<file path="src/rtl/game_pkg.sv">
// game_pkg
//   Shared constants and types for the game video pipeline: screen size,
//   sprite dimensions, default object counts and the collision detector's
//   state encoding. Imported by bullet_collision_detector and box_overlap.
package game_pkg;

  // Visible screen area in pixels.
  localparam int SCREEN_W = 640;
  localparam int SCREEN_H = 480;

  // Sprite bounding-box sizes in pixels.
  localparam int BULLET_SPRITE_W = 2;
  localparam int BULLET_SPRITE_H = 4;
  localparam int ENEMY_SPRITE_W  = 16;
  localparam int ENEMY_SPRITE_H  = 16;

  // Default object counts on the flat position buses.
  localparam int DEFAULT_BULLET_COUNT = 8;
  localparam int DEFAULT_ENEMY_COUNT  = 4;

  // Collision detector state encoding.
  typedef enum logic [1:0] {
    DET_IDLE   = 2'd0,
    DET_SCAN   = 2'd1,
    DET_REPORT = 2'd2
  } det_state_t;

endpackage

</file>
<file path="src/rtl/box_overlap.sv">
// box_overlap
//   Combinational axis-aligned bounding-box test between box A and box B,
//   both given by 10-bit top-left corners. Sizes are parameters. Edge
//   contact does not count as overlap (strict inequalities). All sums are
//   formed at 11 bits so corners near 1023 do not wrap.
// Ports:
//   a_x, a_y  in  10  top-left corner of box A (size A_W x A_H)
//   b_x, b_y  in  10  top-left corner of box B (size B_W x B_H)
//   overlap   out 1   boxes share at least one pixel
module box_overlap
  import game_pkg::*;
#(
  parameter int A_W = BULLET_SPRITE_W,
  parameter int A_H = BULLET_SPRITE_H,
  parameter int B_W = ENEMY_SPRITE_W,
  parameter int B_H = ENEMY_SPRITE_H
) (
  input  logic [9:0] a_x,
  input  logic [9:0] a_y,
  input  logic [9:0] b_x,
  input  logic [9:0] b_y,
  output logic       overlap
);

  logic [10:0] ax;
  logic [10:0] ay;
  logic [10:0] bx;
  logic [10:0] by;

  assign ax = {1'b0, a_x};
  assign ay = {1'b0, a_y};
  assign bx = {1'b0, b_x};
  assign by = {1'b0, b_y};

  assign overlap = (ax < bx + 11'(B_W)) &&
                   (ax + 11'(A_W) > bx) &&
                   (ay < by + 11'(B_H)) &&
                   (ay + 11'(A_H) > by);

endmodule

</file>
<file path="src/rtl/bullet_collision_detector.sv">
// bullet_collision_detector
//   Per-frame bullet/enemy collision checker. On start_scan (in IDLE) it
//   snapshots all position buses, walks every (bullet, enemy) pair one per
//   cycle (enemy index is the inner loop), and then reports one-cycle
//   bullet_hit / enemy_hit / scan_done pulses. A bullet kills at most one
//   enemy and an enemy absorbs at most one bullet per scan; lowest bullet
//   index wins, then lowest enemy index.
//   Optional feature macro: COLLISION_SCORE_EN -- when defined, a saturating
//   kill counter drives score; when undefined, score is tied to 0.
// Ports:
//   clk25               in   1           pixel clock
//   rst                 in   1           asynchronous active-high reset
//   start_scan          in   1           frame tick, accepted only in IDLE
//   bullet_x_flat       in   10*BC       bullet i x at [i*10 +: 10]
//   bullet_y_flat       in   10*BC       bullet i y at [i*10 +: 10]
//   bullet_active_flat  in   BC          bullet valid
//   enemy_x_flat        in   10*EC       enemy i x at [i*10 +: 10]
//   enemy_y_flat        in   10*EC       enemy i y at [i*10 +: 10]
//   enemy_alive_flat    in   EC          enemy valid
//   bullet_hit          out  BC          one-cycle pulse per consumed bullet
//   enemy_hit           out  EC          one-cycle pulse per killed enemy
//   scan_done           out  1           one-cycle pulse, results valid
//   busy                out  1           snapshot cycle through REPORT
//   score               out  SCORE_W     saturating kill count
module bullet_collision_detector
  import game_pkg::*;
#(
  parameter int BULLET_COUNT = DEFAULT_BULLET_COUNT,
  parameter int ENEMY_COUNT  = DEFAULT_ENEMY_COUNT,
  parameter int BULLET_W     = BULLET_SPRITE_W,
  parameter int BULLET_H     = BULLET_SPRITE_H,
  parameter int ENEMY_W      = ENEMY_SPRITE_W,
  parameter int ENEMY_H      = ENEMY_SPRITE_H,
  parameter int SCORE_W      = 16
) (
  input  logic                      clk25,
  input  logic                      rst,
  input  logic                      start_scan,
  input  logic [10*BULLET_COUNT-1:0] bullet_x_flat,
  input  logic [10*BULLET_COUNT-1:0] bullet_y_flat,
  input  logic [BULLET_COUNT-1:0]    bullet_active_flat,
  input  logic [10*ENEMY_COUNT-1:0]  enemy_x_flat,
  input  logic [10*ENEMY_COUNT-1:0]  enemy_y_flat,
  input  logic [ENEMY_COUNT-1:0]     enemy_alive_flat,
  output logic [BULLET_COUNT-1:0]    bullet_hit,
  output logic [ENEMY_COUNT-1:0]     enemy_hit,
  output logic                      scan_done,
  output logic                      busy,
  output logic [SCORE_W-1:0]        score
);

  localparam int BI_W = (BULLET_COUNT > 1) ? $clog2(BULLET_COUNT) : 1;
  localparam int EI_W = (ENEMY_COUNT > 1) ? $clog2(ENEMY_COUNT) : 1;
  localparam logic [BI_W-1:0] B_LAST = BI_W'(BULLET_COUNT - 1);
  localparam logic [EI_W-1:0] E_LAST = EI_W'(ENEMY_COUNT - 1);

  det_state_t state_reg;
  det_state_t state_next;

  // Snapshot of the input buses, taken on the accepting start_scan edge.
  logic [10*BULLET_COUNT-1:0] bx_snap_reg;
  logic [10*BULLET_COUNT-1:0] by_snap_reg;
  logic [BULLET_COUNT-1:0]    bact_snap_reg;
  logic [10*ENEMY_COUNT-1:0]  ex_snap_reg;
  logic [10*ENEMY_COUNT-1:0]  ey_snap_reg;
  logic [ENEMY_COUNT-1:0]     ealive_snap_reg;

  logic [BI_W-1:0]         b_idx_reg;
  logic [EI_W-1:0]         e_idx_reg;
  logic [BULLET_COUNT-1:0] b_used_reg;
  logic [ENEMY_COUNT-1:0]  e_used_reg;

  logic [BULLET_COUNT-1:0] bullet_hit_reg;
  logic [ENEMY_COUNT-1:0]  enemy_hit_reg;
  logic                    scan_done_reg;
  logic                    busy_reg;

  // Unpacked views of the snapshot so the current pair can be muxed by index.
  logic [9:0] bx_arr [BULLET_COUNT];
  logic [9:0] by_arr [BULLET_COUNT];
  logic [9:0] ex_arr [ENEMY_COUNT];
  logic [9:0] ey_arr [ENEMY_COUNT];

  genvar gi;
  generate
    for (gi = 0; gi < BULLET_COUNT; gi++) begin : g_bullet_unpack
      assign bx_arr[gi] = bx_snap_reg[gi*10 +: 10];
      assign by_arr[gi] = by_snap_reg[gi*10 +: 10];
    end
    for (gi = 0; gi < ENEMY_COUNT; gi++) begin : g_enemy_unpack
      assign ex_arr[gi] = ex_snap_reg[gi*10 +: 10];
      assign ey_arr[gi] = ey_snap_reg[gi*10 +: 10];
    end
  endgenerate

  logic pair_overlap;
  logic pair_hit;
  logic last_pair;

  box_overlap #(
    .A_W (BULLET_W),
    .A_H (BULLET_H),
    .B_W (ENEMY_W),
    .B_H (ENEMY_H)
  ) u_box_overlap (
    .a_x     (bx_arr[b_idx_reg]),
    .a_y     (by_arr[b_idx_reg]),
    .b_x     (ex_arr[e_idx_reg]),
    .b_y     (ey_arr[e_idx_reg]),
    .overlap (pair_overlap)
  );

  // A pair only counts if neither side was already consumed earlier in this
  // scan; that is what gives lowest-bullet-then-lowest-enemy priority.
  assign pair_hit = bact_snap_reg[b_idx_reg] && ealive_snap_reg[e_idx_reg] &&
                    !b_used_reg[b_idx_reg] && !e_used_reg[e_idx_reg] &&
                    pair_overlap;

  assign last_pair = (b_idx_reg == B_LAST) && (e_idx_reg == E_LAST);

  always_ff @(posedge clk25 or posedge rst) begin
    if (rst) begin
      state_reg <= DET_IDLE;
    end else begin
      state_reg <= state_next;
    end
  end

  always_comb begin
    state_next = state_reg;
    case (state_reg)
      DET_IDLE:   if (start_scan) state_next = DET_SCAN;
      DET_SCAN:   if (last_pair) state_next = DET_REPORT;
      DET_REPORT: state_next = DET_IDLE;
      default:    state_next = DET_IDLE;
    endcase
  end

  always_ff @(posedge clk25 or posedge rst) begin
    if (rst) begin
      bx_snap_reg     <= '0;
      by_snap_reg     <= '0;
      bact_snap_reg   <= '0;
      ex_snap_reg     <= '0;
      ey_snap_reg     <= '0;
      ealive_snap_reg <= '0;
      b_idx_reg       <= '0;
      e_idx_reg       <= '0;
      b_used_reg      <= '0;
      e_used_reg      <= '0;
      bullet_hit_reg  <= '0;
      enemy_hit_reg   <= '0;
      scan_done_reg   <= 1'b0;
      busy_reg        <= 1'b0;
    end else begin
      bullet_hit_reg <= '0;
      enemy_hit_reg  <= '0;
      scan_done_reg  <= 1'b0;
      case (state_reg)
        DET_IDLE: begin
          busy_reg <= start_scan;
          if (start_scan) begin
            bx_snap_reg     <= bullet_x_flat;
            by_snap_reg     <= bullet_y_flat;
            bact_snap_reg   <= bullet_active_flat;
            ex_snap_reg     <= enemy_x_flat;
            ey_snap_reg     <= enemy_y_flat;
            ealive_snap_reg <= enemy_alive_flat;
            b_used_reg      <= '0;
            e_used_reg      <= '0;
            b_idx_reg       <= '0;
            e_idx_reg       <= '0;
          end
        end
        DET_SCAN: begin
          if (pair_hit) begin
            b_used_reg[b_idx_reg] <= 1'b1;
            e_used_reg[e_idx_reg] <= 1'b1;
          end
          if (e_idx_reg == E_LAST) begin
            e_idx_reg <= '0;
            b_idx_reg <= b_idx_reg + BI_W'(1);
          end else begin
            e_idx_reg <= e_idx_reg + EI_W'(1);
          end
        end
        DET_REPORT: begin
          bullet_hit_reg <= b_used_reg;
          enemy_hit_reg  <= e_used_reg;
          scan_done_reg  <= 1'b1;
        end
        default: begin
          busy_reg <= 1'b0;
        end
      endcase
    end
  end

  assign bullet_hit = bullet_hit_reg;
  assign enemy_hit  = enemy_hit_reg;
  assign scan_done  = scan_done_reg;
  assign busy       = busy_reg;

`ifdef COLLISION_SCORE_EN
  localparam int KW    = $clog2(ENEMY_COUNT + 1);
  localparam int SUM_W = SCORE_W + KW;

  logic [KW-1:0]      kills;
  logic [SUM_W-1:0]   score_sum;
  logic [SCORE_W-1:0] score_reg;

  always_comb begin
    kills = '0;
    for (int i = 0; i < ENEMY_COUNT; i++) begin
      kills = kills + KW'(e_used_reg[i]);
    end
  end

  // Extra headroom bits let the saturation test see the true sum.
  assign score_sum = SUM_W'(score_reg) + SUM_W'(kills);

  always_ff @(posedge clk25 or posedge rst) begin
    if (rst) begin
      score_reg <= '0;
    end else if (state_reg == DET_REPORT) begin
      if (score_sum > SUM_W'({SCORE_W{1'b1}})) begin
        score_reg <= '1;
      end else begin
        score_reg <= score_sum[SCORE_W-1:0];
      end
    end
  end

  assign score = score_reg;
`else
  assign score = '0;
`endif

endmodule

</file>
<file path="config.mk">
export PLATFORM = sky130hd
export DESIGN_NAME = bullet_collision_detector
export DESIGN_NICKNAME = d
export VERILOG_FILES = /design/src/rtl/game_pkg.sv /design/src/rtl/box_overlap.sv /design/src/rtl/bullet_collision_detector.sv
export SDC_FILE = /design/constraint.sdc
export NUM_CORES = 1
export LEC_CHECK = 0
export BUFFER_PORTS_ARGS = -buffer_cell sky130_fd_sc_hd__buf_4
export CAP_MARGIN = 20
export CORE_ASPECT_RATIO = 0.5
export CORE_MARGIN = 5
export CORE_UTILIZATION = 40
export DETAILED_ROUTE_END_ITERATION = 10
export GPL_TIMING_DRIVEN = 0
export PLACE_DENSITY = 0.69
export SLEW_MARGIN = 0
export SYNTH_ARGS = -nofsm -noshare
export SYNTH_HDL_FRONTEND = slang
export SYNTH_HIERARCHICAL = 1
export SYNTH_SLANG_ARGS = --single-unit
export TNS_END_PERCENT = 50
</file>
<file path="constraint.sdc">
create_clock -name clk25 -period 13.79 [get_ports clk25]
set_input_delay 2.758 -clock clk25 [delete_from_list [all_inputs] [get_ports clk25]]
set_output_delay 2.758 -clock clk25 [all_outputs]
set_load 0.01 [all_outputs]
</file>
==> run metrics <==
port buffer count 267; FFs w/ async S/R, synth 1.00; mux cell area share after synthesis 0.286; VDD IR max 0.139 mV; most frequent cells in the layout dfrtp_1, buf_4, mux2_2, ha_1, nand2_1; sequential area share after synthesis 0.504; critical path launch point type flop; postcts setup bufs 0; htree depth 1; largest family of logic cells by synthesized area multiplexers; final setup fails 0; fin cells 1,876; initial antenna violation count 2; Critical Path RT 14.19 ns; flops & latches, synth 285; grt total ovfl 0; synth warn 6; Hold Vio Cnt, Final 0; Tcrit/Tclk final 0.427; Worst Path Max Fanout 10; DRT Pass-1 Iters 5; CTS tree built; DR iter-0 viols 754; Worst-path clk slew 0.07 ns; I/O pins 285; core area 0.0347 mm2; most common cell after layout, fill and taps aside dfrtp_1; CP peak stage delay 0.78 ns; Post-synth EDFFs 0; total power 4400 uW; highest clock rate 170 MHz; gr usage total 0.217; min Tclk post-route 5.88 ns; CTS max path bufs 3; WHS 0.500 ns; DR vias/cell 5.39; R2R Path Start b_idx_reg[1]; layout cells sized above 1 0.483; Synth Area in Adders 0.0451; Final Skew 0.0404 ns; slew margin rel. 0.315; nets 1,684; area grow syn2layout 25.8%; Reg2Reg Setup Slack 7.91 ns; DRC Markers 0; # fillers 3,000; total CTS buffers 28; post-placement cell count 1,823; latest clock arrival within the worst-skew pair 0.58 ns; max-slew violation count 0; Compound-Gate Fraction of Synth Area 0.0593; Main synth FF type dfrtp_1; cell chain of the critical path buf_1, buf_1, a311oi_1, o22ai_1, and3_1, nand3_1, nor2_1, xor2_1, ha_1, nand4_1, nor2_1, a211o_1, a2111oi_0, nor4_1, nand2_1, a21oi_1, nand3_1, buf_6, o31ai_1; reg2reg path depth 19; drt wl/cell 23.2 um; Cell Pwr Density 247 mW/mm2; number of global-route vias before repair 11,200; first-pass GRT wire length 65.1 mm; cell area after synthesis 0.0141 mm2; Mapped Cells 1,064; Initial Utilization 0.408; Routed Antenna Nets 0; CTS Sinks 285; CTS hold repair buffers 0; RSZ-0062 raised after global routing false; syn_area_per_cell 13.3 um2; Crit Path Class flop to flop; Crit path arrival time 6.29 ns; # rows 48; run status finished, final reports clean; slowest stage cell, crit path buf_1; xor/xnor share of the synthesized area 0.0130; worst-margin pin slew 1.03 ns; worst hold path type flop to flop; final setup TNS 0 ns; terminus of the critical flop-to-flop path b_used_reg[4]; CP Launch Point b_idx_reg[1]; Netlist cell types 62; die height 143 um; LEAKAGE 0.00795 uW; root buffer cell clkbuf_16; largest net degree at the start of global routing 128; post-CTS resize count 0; Worst Setup End Kind flop; total number of vias 10,100; die area 0.0394 mm2; Detailed Place HPWL 32.7 mm; max cap viols 0; critical path endpoint b_used_reg[4]; Synth Area in Simple Gates 0.0536; die width 276 um; final WL 43.5 mm; RePlAce Congestion 0.900
## worst min-delay path by stage
stage / startpoint / cells after the start / endpoint
final: by_snap_reg[29] / 1 / by_snap_reg[29]
after global routing: bx_snap_reg[19] / 1 / bx_snap_reg[19]
after CTS: ey_snap_reg[29] / 1 / ey_snap_reg[29]
after detailed placement: ey_snap_reg[29] / 1 / ey_snap_reg[29]
after global placement: by_snap_reg[62] / 1 / by_snap_reg[62]
after floorplan: e_used_reg[1] / 2 / e_used_reg[1]
## cells by family after synthesis
| group | count (synthesis) |
|---|---|
| compound gates | 114 |
| xor+xnor | 21 |
| fa+ha+maj | 51 |
| buf+inv | 116 |
| flops | 285 |
| mux | 326 |
| other cells | 1 |
| simple gates | 150 |
## worst max-delay path, delay by kind of cell, from the launching register on
| family | cells | cell delay [ns] |
|---|---|---|
| flip-flops | 1 | 0.44 |
| AND/OR/NAND/NOR | 8 | 1.28 |
| AO/OA/AOI/OAI | 6 | 1.93 |
| adder cells (fa/ha/maj) | 1 | 0.27 |
| XOR/XNOR | 1 | 0.18 |
| buffers and inverters | 3 | 1.58 |
## power breakdown
group	leakage [uW]	switching, uW	internal [uW]	total (uW)
combinational	0.00410	1140	1060	2200
clock	0.000450	345	429	774
sequential	0.00340	200	1230	1430
total	0.00795	1690	2720	4400
## Yosys cell counts (6+ instances only)
master | number | share of area
clkbuf_1 | 31 | 0.0082
mux2_2 | 277 | 0.22
a221oi_1 | 15 | 0.0093
nand4_1 | 8 | 0.0035
inv_1 | 34 | 0.0090
o31ai_1 | 9 | 0.0048
mux4_2 | 34 | 0.054
nand3_1 | 27 | 0.0096
and2_1 | 14 | 0.0062
o22ai_1 | 8 | 0.0035
dfrtp_1 | 285 | 0.50
mux2i_1 | 14 | 0.0099
nand2_1 | 49 | 0.013
ha_1 | 51 | 0.045
a22oi_1 | 14 | 0.0074
buf_2 | 25 | 0.0088
nor2b_1 | 10 | 0.0044
o21ai_0 | 12 | 0.0042
buf_1 | 6 | 0.0016
a21oi_1 | 17 | 0.0060
nor2_1 | 19 | 0.0050
buf_4 | 17 | 0.0090
xnor2_1 | 16 | 0.0099
## per-stage QoR
step | cell area (um2) | worst slack, ns | utilization
after floorplan | 14200 | 3.17 | -
after global placement | 16800 | 0.391 | 0.485
after detailed placement | 16900 | 8.22 | 0.486
after CTS | 17800 | 8.08 | 0.513
after global routing | 17800 | 7.64 | 0.513
final | 17800 | 7.91 | 0.513
## metal layers
metal	track usage	vias to the layer above	share of wire
li1	-	4498	-
met1	0.278	5207	0.42
met2	0.380	335	0.50
met3	0.0426	80	0.056
met4	0.0617	0	0.027
met5	0	-	0
## cell type report
type	count	area, um2	area share
clock inverter	12	129	0.00724
antenna	2	5.00	0.000281
clock buffer	39	802	0.0451
timing repair buffer	269	2060	0.116
tap	475	594	0.0334
sequential	285	7130	0.401
multi-input combinational	678	6520	0.366
inverter	35	139	0.00781
buffer	81	414	0.0233
Note: power is estimated with default switching activity, not from simulation.
